--- config.mk ---
export PLATFORM = sky130hd
export DESIGN_NAME = uart_rx_fifo
export DESIGN_NICKNAME = d
export VERILOG_FILES = /design/src/rtl/uart_rx_fifo.sv
export SDC_FILE = /design/constraint.sdc
export NUM_CORES = 1
export LEC_CHECK = 0
export ABC_AREA = 1
export BUFFER_PORTS_ARGS = -buffer_cell sky130_fd_sc_hd__buf_2
export CAP_MARGIN = 5
export CORE_MARGIN = 2
export CORE_UTILIZATION = 59
export CTS_CLUSTER_DIAMETER = 40
export DETAILED_ROUTE_END_ITERATION = 7
export PLACE_DENSITY = 0.77
export SYNTH_ARGS = -nofsm -noshare
export SYNTH_HDL_FRONTEND = slang
export SYNTH_SLANG_ARGS = --single-unit
--- constraint.sdc ---
create_clock -name clk -period 2.5 [get_ports clk]
set_input_delay 0 -clock clk [delete_from_list [all_inputs] [get_ports clk]]
set_output_delay 0 -clock clk [all_outputs]
set_load 0.02 [all_outputs]
--- src/rtl/uart_rx_fifo.sv ---
// Receive-side byte FIFO behind a UART receiver: done-strobed writes, valid/ready reads.
// Define UART_RX_FIFO_DROP_ERR_EN to discard bytes that arrive with a framing error.
module uart_rx_fifo #(
    parameter int unsigned DEPTH  = 16,
    parameter int unsigned ADDR_W = 4
) (
    input  logic              clk,
    input  logic              reset_n,
    input  logic [7:0]        rx_data,
    input  logic              rx_done,
    input  logic              rx_error,
    input  logic              clear,
    output logic [7:0]        out_data,
    output logic              out_valid,
    input  logic              out_ready,
    output logic [ADDR_W:0]   level,
    output logic              full,
    output logic              overflow,
    output logic [7:0]        err_count
);

`ifdef UART_RX_FIFO_DROP_ERR_EN
    localparam bit DropErr = 1'b1;
`else
    localparam bit DropErr = 1'b0;
`endif

    localparam logic [ADDR_W:0] FullCount = (ADDR_W + 1)'(DEPTH);
    localparam logic [ADDR_W:0] CountOne  = (ADDR_W + 1)'(1);
    localparam logic [ADDR_W-1:0] PtrOne  = ADDR_W'(1);

    logic [7:0]        mem_q [DEPTH];
    logic [ADDR_W-1:0] wr_ptr_q, wr_ptr_d;
    logic [ADDR_W-1:0] rd_ptr_q, rd_ptr_d;
    logic [ADDR_W:0]   count_q, count_d;
    logic              overflow_q, overflow_d;
    logic [7:0]        err_cnt_q, err_cnt_d;

    logic rd_evt;
    logic store_req;
    logic at_full;
    logic wr_evt;
    logic mem_we;

    always_comb begin
        rd_evt    = out_ready && (count_q != '0);
        // Errored bytes never request storage when dropping is enabled.
        store_req = rx_done && !(DropErr && rx_error);
        at_full   = (count_q == FullCount);
        wr_evt    = store_req && (!at_full || rd_evt);
        mem_we    = wr_evt && !clear;

        wr_ptr_d   = wr_ptr_q;
        rd_ptr_d   = rd_ptr_q;
        count_d    = count_q;
        overflow_d = overflow_q;
        err_cnt_d  = err_cnt_q;

        if (clear) begin
            wr_ptr_d   = '0;
            rd_ptr_d   = '0;
            count_d    = '0;
            overflow_d = 1'b0;
            err_cnt_d  = '0;
        end else begin
            if (wr_evt) begin
                wr_ptr_d = wr_ptr_q + PtrOne;
            end
            if (rd_evt) begin
                rd_ptr_d = rd_ptr_q + PtrOne;
            end
            case ({wr_evt, rd_evt})
                2'b10:   count_d = count_q + CountOne;
                2'b01:   count_d = count_q - CountOne;
                default: count_d = count_q;
            endcase
            if (store_req && at_full && !rd_evt) begin
                overflow_d = 1'b1;
            end
            if (rx_done && rx_error && (err_cnt_q != 8'hFF)) begin
                err_cnt_d = err_cnt_q + 8'd1;
            end
        end
    end

    always_ff @(posedge clk or negedge reset_n) begin
        if (!reset_n) begin
            wr_ptr_q   <= '0;
            rd_ptr_q   <= '0;
            count_q    <= '0;
            overflow_q <= 1'b0;
            err_cnt_q  <= '0;
        end else begin
            wr_ptr_q   <= wr_ptr_d;
            rd_ptr_q   <= rd_ptr_d;
            count_q    <= count_d;
            overflow_q <= overflow_d;
            err_cnt_q  <= err_cnt_d;
        end
    end

    // Storage array is deliberately left out of reset.
    always_ff @(posedge clk) begin
        if (mem_we) begin
            mem_q[wr_ptr_q] <= rx_data;
        end
    end

    assign out_data  = mem_q[rd_ptr_q];
    assign out_valid = (count_q != '0);
    assign level     = count_q;
    assign full      = at_full;
    assign overflow  = overflow_q;
    assign err_count = err_cnt_q;

endmodule

# [After elaboration in Yosys (flattened, before gate mapping)]
# Memories as Yosys holds them, arrays and structs flattened.
# Index checks and enable logic that the tools add are counted.
[word_totals] memories=1 out_inout_bits=24 reg_bits=22 elab_cells=44 ram_bits=128
[mem_list] name="mem_q" depth=16 word_bits=8 rd=1 rd_clocked_by_memory_dff=0 write_ports=1 line="32" text="logic [7:0] mem_q [DEPTH];"
[classes] n_reduce_logical=17 muxes=12 addsub=5 n_eq_ne=4
[ops] op="$mux W4" count=4
[ops] op="$mux W8" count=2
[ops] op="$pmux W5 S2" count=1
[ops] op="$add A4 B1 Y4 const B" count=2
[ops] op="$add A8 B1 Y8 const B" count=1
[ops] op="$ne A8 B8 Y1 const B" count=1
[ops] op="$reduce_bool A2 Y1" count=4
[ops] op="$logic_and A1 B1 Y1" count=7
[ops] op="$add A5 B1 Y5 const B" count=1
[ops] op="$eq A5 B5 Y1 const B" count=1
[ops] op="$mux W5" count=1
[ops] op="$reduce_bool A5 Y1" count=1
[ops] op="$sub A5 B1 Y5 const B" count=1
[ops] op="$mux W1" count=4
[ops] op="$logic_not A1 Y1" count=3
[ops] op="$reduce_bool A3 Y1" count=1
[ops] op="$eq A2 B1 Y1 const B" count=1
[ops] op="$eq A2 B2 Y1 const B" count=1
[ops] op="$logic_or A1 B1 Y1" count=1

# [Depth between registers and ports, before layout]
# Gate-level depths: netlist of run 1.
[depth] word_depth=7 depth_mapped=14

# [Least setup slack after synthesis of run 1]
# No wires, ideal clock.
[synth_timing] kind="register -> register" from="register count_q[1] (netlist: level[1])" to="register count_q[4] (netlist: level[4])" path_buffers=0 period_less_slack_ps=2037 stages_incl_launch_ff=14 setup_time_ps=117 t_arrival_ps=1920 slack_ps=463 cell_sequence="dfrtp_1 nor2_4 nand3_4 nand3_2 inv_1 ha_1 a21oi_1 nand2_1 nand2_1 nand2_1 nor2_1 nor2_1 nand2_1 nand2_1"
[synth_between] elab_chain_len=7
[synth_lines] element="from (decl)" line="35" text="logic [ADDR_W:0] count_q, count_d;"
[synth_lines] element="from (signal assigned)" line="96" text="count_q <= count_d;"
[synth_lines] element="$reduce_bool A5 Y1 (*)"
[synth_lines] element="net out_valid" line="14" text="output logic out_valid,"
[synth_lines] element="$logic_and A1 B1 Y1 (*)" line="46" text="rd_evt = out_ready && (count_q != '0);"
[synth_lines] element="$logic_or A1 B1 Y1" line="50" text="wr_evt = store_req && (!at_full || rd_evt);"
[synth_lines] element="$logic_and A1 B1 Y1" line="50"
[synth_lines] element="$eq A2 B1 Y1 or $eq A2 B2 Y1 (tied branches)" line="72" text="case ({wr_evt, rd_evt})"
[synth_lines] element="$pmux W5 S2" line="72"
[synth_lines] element="$mux W5" line="59" text="if (clear) begin"
# The timed path passes the listed nets; every way through them passes the cells marked *.
# A chain may end at the register's enable or synchronous reset.

# [Worst setup path in the final report of run 1]
[layout_timing] from="register rd_ptr_q[0]" to="output out_data[5]"
[layout_between] elab_chain_len=1
[layout_lines] element="from (decl)" line="34" text="logic [ADDR_W-1:0] rd_ptr_q, rd_ptr_d;"
[layout_lines] element="from (signal assigned)" line="95" text="rd_ptr_q <= rd_ptr_d;"
[layout_lines] element="$mem_v2 Z16 W8"
[layout_lines] element="to (decl)" line="13" text="output logic [7:0] out_data,"
# No other way between the ends.

==> flow_metrics.tcl, run 1 <==
set metrics [dict create \
    grt.total_usage 0.2784 \
    drive_gt1_frac 0.1462 \
    worstPathRequired_ps 2500 \
    ant_nets 0 \
    relSlewSlack 0.2816 \
    worstSetupPathType "flip-flop to output pin" \
    rows 38 \
    initial_utilization 0.6039 \
    synth_area_leaders "edfxtp_1 (59%), dfrtp_1 (8.4%), nor2_1 (7.1%), o21ai_0 (5.0%), o211ai_1 (3.7%)" \
    critical_path_buf_inv_count 3 \
    hold_class "input pin to flip-flop" \
    p_total_w 0.006616 \
    fmax_ghz 0.4235 \
    antennaDiodeCount 0 \
    finClkSkew_ps 4.467 \
    synth_top_cell_by_area "edfxtp_1" \
    grt_max_degree 69 \
    cp_slowest_stage_delay_ps 390 \
    finalSetupTns_ps 0 \
    period_needed_ps 2361 \
    avgSynthCellArea_um2 11.48 \
    first_pass_iters 7 \
    path_max_fanout 30 \
    grt_pass1_vias 4622 \
    ctsHtreeMaxLevel 4 \
    syn2layout_area_growth_pct 15.42 \
    syn_nets 594 \
    clk-insertion-delay-late_ps 530 \
    gp_congestion 0.8964 \
    setup_violations 0 \
    dpl.hpwl_mm 9.450 \
    seqPwrFrac 0.432 \
    p_sw_frac 0.3081 \
    dieArea_um2 11950 \
    p_switching_w 0.002038 \
    leakage_nw 2.847 \
    async_reset_ff_frac 0.1467 \
    p_int_w 0.004578 \
    post-route-period-util 0.9446 \
    vias 4629 \
    synth_common_cells "edfxtp_1 (128), nor2_1 (123), o21ai_0 (65), nand2_1 (48), nand3_1 (40)" \
    dp_cells 728 \
    synth-edff-count 128 \
    rsz0062_at_grt "false" \
    drv_slew 0 \
    fp.coreArea_um2 10840 \
    remaining_drc_errors 0 \
    syn_area_um2 6546 \
    first_iter_violations 607 \
    n_fill_cell 731 \
    status "finished, final reports clean" \
    clk_pin_slew_worst_paths_ps 60 \
    powerDensity_nw_per_um2 875.6 \
    path_common_cell "nor2_1" \
    synth_top_area_share 0.5872 \
    max-vdd-ir-drop_mv 0.6162 \
    grt_pass1_wl_mm 24.20 \
    synth_most_common_cell "edfxtp_1" \
    ys_ff_latch 150 \
    vias_per_cell 5.965 \
    stdcell_count 776 \
    layout.nets 647 \
    cp.arrival_ps 2360 \
    die_h_um 109.3 \
    p_clk_frac 0.347 \
    wl_per_cell_um 19.51 \
    r2r_setup_slack_ps 390 \
    slowest_stage "dfrtp_1" \
    seq_area_frac_synth 0.6713 \
    startpoint_type "flip-flop" \
    synthCells 570 \
    grt_antenna_before_repair 0 \
    whs_ps 396.4 \
    crit_family "buffers and inverters" \
    p_comb_frac 0.221 \
    port-buffer-count 37 \
    max-clock-path-buffers 2 \
    yosys.cell_types.count 33 \
    crit_chain "inv_2 -> buf_6 -> nor2_1 -> nor2_1 -> o21ai_0 -> o211ai_1 -> nand3_1 -> nand2_1 -> buf_2" \
    end_kind "output pin" \
    die_w_um 109.3 \
    post-route-util 0.6970 \
    cts_tree "yes" \
    yosysWarningCount 0 \
    maxCapViolCount 0 \
    clock-sinks 150 \
    ios 38 \
    drt_wl_total_mm 15.14 \
    cts_buffers 17 \
    cts_root_buffer "clkbuf_8" \
    synth_ff_type "edfxtp_1" \
    final_hold_viol_count 0 \
    worst_pin_slew_ps 1074 \
    grt_overflow 0 \
]
==> repair_timing <==
action	in CTS	in global routing
endpoints found under the hold margin	170	0
hold buffers	16	0
resized for setup	0	1
endpoints found under the setup margin	0	5
setup buffers	0	0
==> power by group through the flow <==
stage          Combinational [W]  Sequential [W]  Clock [W]
2_1_floorplan           0.000993         0.00292          0
3_3_place_gp             0.00137         0.00290          0
3_5_place_dp             0.00142         0.00290          0
4_1_cts                  0.00145         0.00285    0.00232
5_1_grt                  0.00162         0.00286    0.00244
6_report                 0.00146         0.00285    0.00230
==> metrics by stage <==
stage | worst slack (ps) | area, µm²
after floorplan | 463.3 | 6546
after global placement | 522.8 | 6847
after detailed placement | 398.8 | 6847
after CTS | 66.81 | 7552
after global routing | 4.748 | 7556
final | 138.6 | 7556
==> layout make-up <==
cell class              instances  area [µm²]  share of cell area
well taps                     140       175.2             0.02318
inverters                      31       116.4             0.01540
clock buffers                  21       471.7             0.06243
flip-flops and latches        150        4394              0.5816
multi-input cells             363        1911              0.2529
repair buffers                 60       414.1             0.05481
clock inverters                11       73.82            0.009770
==> logic make-up (layout without fill, tap and decap cells) <==
logic type | count (synthesis) | in the layout | synth area share
AO/OA/AOI/OAI | 115 | 115 | 0.1059
XOR/XNOR | 8 | 8 | 0.01070
adder cells (fa/ha/maj) | 10 | 10 | 0.02026
buffers and inverters | 57 | 123 | 0.03689
flip-flops | 150 | 150 | 0.6713
AND/OR/NAND/NOR | 230 | 230 | 0.1550
==> placed cells by master (no fill, tap or decap), types with 2 or more instances in the layout <==
cell type / n
nor2_2: 2
xnor2_1: 2
clkbuf_16: 18
clkinv_1: 3
o21ai_1: 3
a21oi_4: 2
clkinvlp_4: 3
nand2_2: 4
buf_4: 5
clkbuf_1: 2
nand3_1: 40
o31ai_1: 3
edfxtp_1: 128
inv_1: 26
clkinv_2: 5
xor2_1: 6
ha_1: 9
o211ai_1: 32
nand3_4: 2
nand2_4: 2
a21oi_1: 7
dfrtp_1: 22
nand2_1: 48
dlygate4sd3_1: 16
nor2_4: 2
inv_2: 2
buf_2: 37
nand4_1: 3
o21ai_0: 65
nor3_1: 2
nor2_1: 123
clkinv_4: 3
==> state kept, by name, indices dropped and copies added, names as in the netlist <==
| signal | flops |
|---|---|
| level | 5 |
| mem_q | 128 |
| overflow | 1 |
| rd_ptr_q | 4 |
| wr_ptr_q | 4 |
| err_count | 8 |
==> worst min-delay path: stages <==
cell and delay (ps):
dlygate4sd3_1 530, buf_2 160, o21ai_2 110, o31ai_1 70
==> final timing paths <==
| check | cells after the start | endpoint | start |
|---|---|---|---|
| min in group asynchronous | 3 | err_count[1] | reset_n |
| min reg2reg | 2 | err_count[5] | err_count[5] |
| max in group asynchronous | 3 | rd_ptr_q[1] | reset_n |
| max | 9 | out_data[5] | rd_ptr_q[0] |
| max reg2reg | 14 | level[4] | level[1] |
| min | 4 | wr_ptr_q[3] | rx_done |
==> metal layers <==
metal,global-route usage,vias to the layer above,share of wire,wire (µm)
met5,0,-,0,0
met4,0.1094,0,0.018,274
met3,0.05868,26,0.082,1245
met2,0.4709,244,0.51,7730
met1,0.3538,2235,0.39,5887
li1,-,2124,-,-
No activity file was read; power rests on OpenSTA's default activity.
==> run 2, diff against run 1 <==
==> config.mk (replaced) <==
export PLATFORM = sky130hd
export DESIGN_NAME = uart_rx_fifo
export DESIGN_NICKNAME = d
export VERILOG_FILES = /design/src/rtl/uart_rx_fifo.sv
export SDC_FILE = /design/constraint.sdc
export NUM_CORES = 1
export LEC_CHECK = 0
export ABC_AREA = 0
export BUFFER_PORTS_ARGS = -buffer_cell sky130_fd_sc_hd__buf_2
export CAP_MARGIN = 5
export CORE_MARGIN = 2
export CORE_UTILIZATION = 55
export CTS_CLUSTER_DIAMETER = 40
export DETAILED_ROUTE_END_ITERATION = 7
export PLACE_DENSITY = 0.72
export SYNTH_ARGS = -nofsm -noshare
export SYNTH_HDL_FRONTEND = slang
export SYNTH_SLANG_ARGS = --single-unit
==> run 2 against run 1 <==
Sequential share of layout area is 1.0 points higher. Combinational power is 21% higher. Die area is 3.2% higher. Final area is 1.6% lower. Total power is 5.6% higher. Via count is 27% lower. Sequential power hardly changed. Clock skew is 4.8 ps higher. First-iteration DRC count is 67% lower. Highest routed layer unchanged.
==> flow_metrics.tcl, run 2 <==
set metrics [dict create \
    drive_gt1_frac 0.3248 \
    maxCapViolCount 0 \
    critical_path_buf_inv_count 2 \
    yosys.cell_types.count 48 \
    synth_most_common_cell "edfxtp_1" \
    first_pass_iters 4 \
    grt_pass1_wl_mm 19.38 \
    fp.coreArea_um2 11320 \
    synth_ff_type "edfxtp_1" \
    port-buffer-count 37 \
    wl_per_cell_um 21.11 \
    die_h_um 111.1 \
    dieArea_um2 12340 \
    ant_nets 0 \
    layout.nets 439 \
    final_common_cell "edfxtp_1" \
    rsz0062_at_grt "false" \
    setup_violations 0 \
    synthCells 346 \
    synth_common_cells "edfxtp_1 (128), mux4_2 (40), nor2_1 (33), dfrtp_1 (22)" \
    crit_chain "buf_4 -> mux4_2 -> mux4_2 -> buf_2" \
    cts_tree "yes" \
    syn_area_um2 6305 \
    async_reset_ff_frac 0.1467 \
    rows 39 \
    crit_family "multiplexers" \
    grt_antenna_before_repair 0 \
    synth_top_cell_by_area "edfxtp_1" \
    clock-sinks 150 \
    gp_congestion 0.7859 \
    post-route-period-util 0.9466 \
    synth_top_area_share 0.6096 \
    leakage_nw 2.568 \
    finClkSkew_ps 9.236 \
    grt_pass1_vias 3472 \
    initial_utilization 0.5569 \
    grt.total_usage 0.2134 \
    period_needed_ps 2366 \
    synth-edff-count 128 \
    syn_nets 370 \
    grt_overflow 0 \
    drv_slew 0 \
    ctsHtreeMaxLevel 4 \
    die_w_um 111.1 \
    top_register "mem_q" \
    seq_area_um2 4399 \
    worstPathRequired_ps 2500 \
    startpoint_type "flip-flop" \
    multi_input_area_um2 1807 \
    avgSynthCellArea_um2 18.22 \
    hold_class "input pin to async pin" \
    fmax_ghz 0.4226 \
    layout_common_cells "edfxtp_1 (128), mux4_2 (40), buf_2 (37)" \
    ys_ff_latch 150 \
    first_iter_violations 202 \
    setup_ws_ps 133.6 \
    clk-insertion-delay-late_ps 420 \
    slowest_stage "mux4_2" \
    largest_register_ffs 128 \
    whs_ps 95.60 \
    cts_root_buffer "clkbuf_16" \
    max-clock-path-buffers 2 \
    relSlewSlack 0.3736 \
    grt_max_degree 23 \
    vias 3371 \
    max-vdd-ir-drop_mv 0.5290 \
    vias_per_cell 5.904 \
    path_max_fanout 17 \
    remaining_drc_errors 0 \
    dpl_worst_slack_ps 152.6 \
    synth_area_leaders "edfxtp_1 (61%), mux4_2 (14%), dfrtp_1 (8.7%), nor2_1 (2.0%), ha_1 (1.8%)" \
    path_common_cell "mux4_2" \
    cp.arrival_ps 2370 \
    ios 38 \
    drt_wl_total_mm 12.06 \
    yosysWarningCount 0 \
    worst_pin_slew_ps 936.1 \
    cp_slowest_stage_delay_ps 590 \
    final_hold_viol_count 0 \
    seq_area_frac_synth 0.6970 \
    finalSetupTns_ps 0 \
    n_fill_cell 756 \
    cts_buffers 17 \
    end_kind "output pin" \
    worstSetupPathType "flip-flop to output pin" \
    dpl.hpwl_mm 7.581 \
    antennaDiodeCount 0 \
    syn2layout_area_growth_pct 17.90 \
    status "finished, final reports clean" \
    clk_pin_slew_worst_paths_ps 60 \
    powerDensity_nw_per_um2 940.1 \
]
[run 2: final cells by class]
type,instances,area share
flip-flops and latches,150,0.5918
clock inverters,15,0.01717
inverters,10,0.005386
clock buffers,17,0.05723
repair buffers,67,0.06127
well taps,143,0.02407
multi-input cells,169,0.2431
[run 2: final timing paths]
kind | depth (start not counted) | slack (ps) | end | from
worst max-delay path | 4 | 130 | out_data[0] | rd_ptr_q[0]
worst max register to register | 8 | 200 | level[4] | level[0]
worst min register to register | 2 | 550 | overflow | overflow
max in group asynchronous | 2 | 2030 | rd_ptr_q[0] | reset_n
worst min-delay path | 2 | 100 | level[3] | reset_n
min in group clk | 4 | 100 | level[4] | out_ready
[run 2: cell families (layout without fill, tap and decap cells)]
family | count (synthesis) | count (layout) | synth area share
buffers and inverters | 27 | 109 | 0.02143
flip-flops | 150 | 150 | 0.6970
multiplexers | 46 | 46 | 0.1530
AO/OA/AOI/OAI | 33 | 33 | 0.04287
adder cells (fa/ha/maj) | 10 | 10 | 0.02104
XOR/XNOR | 8 | 8 | 0.01111
AND/OR/NAND/NOR | 72 | 72 | 0.05358
[run 2: where the power goes]
| part | leakage [nW] | total, W | internal (W) | switching (W) |
|---|---|---|---|---|
| clock network | 0.267 | 0.00238 | 0.00137 | 0.00101 |
| logic | 0.853 | 0.00177 | 0.000840 | 0.000929 |
| registers | 1.45 | 0.00284 | 0.00279 | 0.0000463 |
[run 2: repair_timing]
| action | CTS | global route |
|---|---|---|
| setup endpoints to repair | 0 | 1 |
| hold endpoints to repair | 161 | 0 |
| setup buffers | 0 | 0 |
| gates resized for setup | 0 | 1 |
| hold buffers | 13 | 0 |
[run 2: through the flow]
stage          power, W    util  cell area, µm²  cells
2_1_floorplan  0.004170       -            6339    346
3_3_place_gp   0.004600  0.5959            6746    526
3_5_place_dp   0.004633  0.5959            6746    526
4_1_cts        0.007015  0.6563            7430    571
5_1_grt        0.007285  0.6566            7433    571
6_report       0.006988  0.6566            7433    571
[run 2: per-layer routing]
layer  part of all wire  GRT usage  wire [µm]
met1               0.45     0.3028       5399
met2               0.48     0.3198       5798
met3              0.059    0.07162        711
met4              0.012    0.06831        146
met5                  0          0          0
==> run 3, diff against run 2 <==
==> constraint.sdc (replaced) <==
create_clock -name clk -period 2.5 [get_ports clk]
set_input_delay 0.125 -clock clk [delete_from_list [all_inputs] [get_ports clk]]
set_output_delay 0.125 -clock clk [all_outputs]
set_load 0.02 [all_outputs]
==> run 3 against run 2 <==
Clock power up 11%. Highest routed layer unchanged. Largest cell class unchanged. Clock skew is 1.8 ps lower. Critical path depth unchanged.
==> flow_metrics.tcl, run 3 (synthesis gave the netlist of run 2 again) <==
set metrics [dict create \
    p_switching_w 0.002051 \
    status "finished, final reports clean" \
    cts_root_buffer "clkbuf_16" \
    clock-sinks 150 \
    drt_wl_total_mm 12.61 \
    p_total_w 0.007297 \
    grt.total_usage 0.2190 \
    min_to "err_count[7]" \
    grt_pass1_wl_mm 19.61 \
    clk-insertion-delay-late_ps 420 \
    seqPwrFrac 0.390 \
    p_clk_frac 0.363 \
    hold_path_depth 3 \
    grt_max_degree 23 \
    syn2layout_area_growth_pct 17.36 \
    drv_slew 0 \
    finalSetupTns_ps 0 \
    first_pass_iters 5 \
    final_hold_viol_count 0 \
    worstSetupPathType "flip-flop to output pin" \
    die_h_um 111.1 \
    dieArea_um2 12340 \
    grt_pass1_vias 3491 \
    wl_per_cell_um 22.48 \
    max-clock-path-buffers 2 \
    vias_per_cell 5.957 \
    period_needed_ps 2409 \
    p_int_w 0.005245 \
    dp_cells 527 \
    rsz0062_at_grt "false" \
    fmax_ghz 0.4151 \
    relSlewSlack 0.3814 \
    powerDensity_nw_per_um2 986.1 \
    worstPathRequired_ps 2380 \
    ctsHtreeMaxLevel 4 \
    cts_buffers 17 \
    post-route-period-util 0.9636 \
    min-delay-start "rx_error" \
    reg2reg_depth 8 \
    ios 38 \
    rr_endpoint "level[4]" \
    layout.nets 429 \
    antennaDiodeCount 0 \
    post_cts_buffers 0 \
    remaining_drc_errors 0 \
    largest_register_ffs 128 \
    gp_congestion 0.7805 \
    setup_ws_ps 91.10 \
    cts_tree "yes" \
    setup_violations 0 \
    finClkSkew_ps 7.433 \
    initial_utilization 0.5569 \
    whs_ps 47.24 \
    top_register "mem_q" \
    p_sw_frac 0.2811 \
    reg2reg_from "level[0]" \
    cp.arrival_ps 2280 \
    n_fill_cell 753 \
    ant_nets 0 \
    clk_pin_slew_worst_paths_ps 60 \
    grt_overflow 0 \
    drive_gt1_frac 0.3397 \
    port-buffer-count 37 \
    p_comb_frac 0.247 \
    vias 3342 \
    worst_pin_slew_ps 924.5 \
    final_common_cell "edfxtp_1" \
    dpl.hpwl_mm 7.709 \
    path_max_fanout 18 \
    leakage_nw 2.562 \
    layout_common_cells "edfxtp_1 (128), mux4_2 (40), buf_2 (37)" \
    end_kind "output pin" \
    fp.coreArea_um2 11320 \
    max-vdd-ir-drop_mv 0.5865 \
    rows 39 \
    maxCapViolCount 0 \
    grt_antenna_before_repair 0 \
    dpl_worst_slack_ps 133.5 \
    first_iter_violations 260 \
    startpoint_type "flip-flop" \
    stdcell_count 561 \
    die_w_um 111.1 \
    r2r_setup_slack_ps 150 \
    hold_class "input pin to flip-flop" \
]
==> run 3: cell count changes in the layout (fill, tap and decap cells not counted), sizes merged <==
cell / change
clkinv: -4
bufinv: +2
inv: +2
dlygate4sd3: -11
buf: +1
==> run 3: routing by layer <==
layer | vias up | GRT usage | wire length, µm
met2 | 107 | 0.3468 | 6280
met3 | 15 | 0.07053 | 801
li1 | 1506 | - | -
met1 | 1714 | 0.2976 | 5306
met5 | - | 0 | 0
met4 | 0 | 0.06337 | 225
==> run 3: how the worst max path moves through the flow <==
| stage | from | end | slack [ps] |
|---|---|---|---|
| after floorplan | level[0] | level[4] | 0.8 |
| after global placement | level[0] | level[4] | 210 |
| after detailed placement | level[0] | level[4] | 130 |
| after CTS | rd_ptr_q[0] | out_data[6] | 40 |
| after global routing | rd_ptr_q[0] | out_data[6] | 30 |
| final | rd_ptr_q[0] | out_data[6] | 90 |
==> run 3: critical path: stages, from the launching register on <==
cell	delay (ps)
dfrtp_2	400
buf_8	230
mux4_2	550
mux4_2	490
buf_2	180
==> run 3: power groups by stage <==
| stage | logic, W | clock network [W] | registers, W |
|---|---|---|---|
| 5_1_grt | 0.00193 | 0.00278 | 0.00285 |
| 2_1_floorplan | 0.00123 | 0 | 0.00294 |
| 6_report | 0.00180 | 0.00265 | 0.00284 |
| 3_3_place_gp | 0.00173 | 0 | 0.00289 |
| 4_1_cts | 0.00179 | 0.00267 | 0.00284 |
| 3_5_place_dp | 0.00177 | 0 | 0.00289 |
==> run 3: through the flow <==
| stage | util | area, µm² |
|---|---|---|
| finish | 0.6536 | 7400 |
| global route | 0.6536 | 7400 |
| CTS | 0.6530 | 7392 |
| detailed placement | 0.5966 | 6754 |
| global placement | 0.5966 | 6754 |
| floorplan | - | 6339 |
==> run 3: what timing repair did <==
action                     in CTS  in global routing
hold endpoints to repair       25                  0
setup endpoints to repair       8                  4
resized for setup               1                  2
hold buffers                    2                  0
cloned                          0                  0
==> run 3: final cells by class <==
| class | instances | area, µm² | share of cell area |
|---|---|---|---|
| inverters | 10 | 40.04 | 0.005411 |
| clock buffers | 17 | 425.4 | 0.05749 |
| clock inverters | 15 | 188.9 | 0.02553 |
| repair buffers | 57 | 360.3 | 0.04870 |
| multi-input cells | 169 | 1807 | 0.2442 |
| flip-flops and latches | 150 | 4399 | 0.5945 |
| well taps | 143 | 178.9 | 0.02418 |
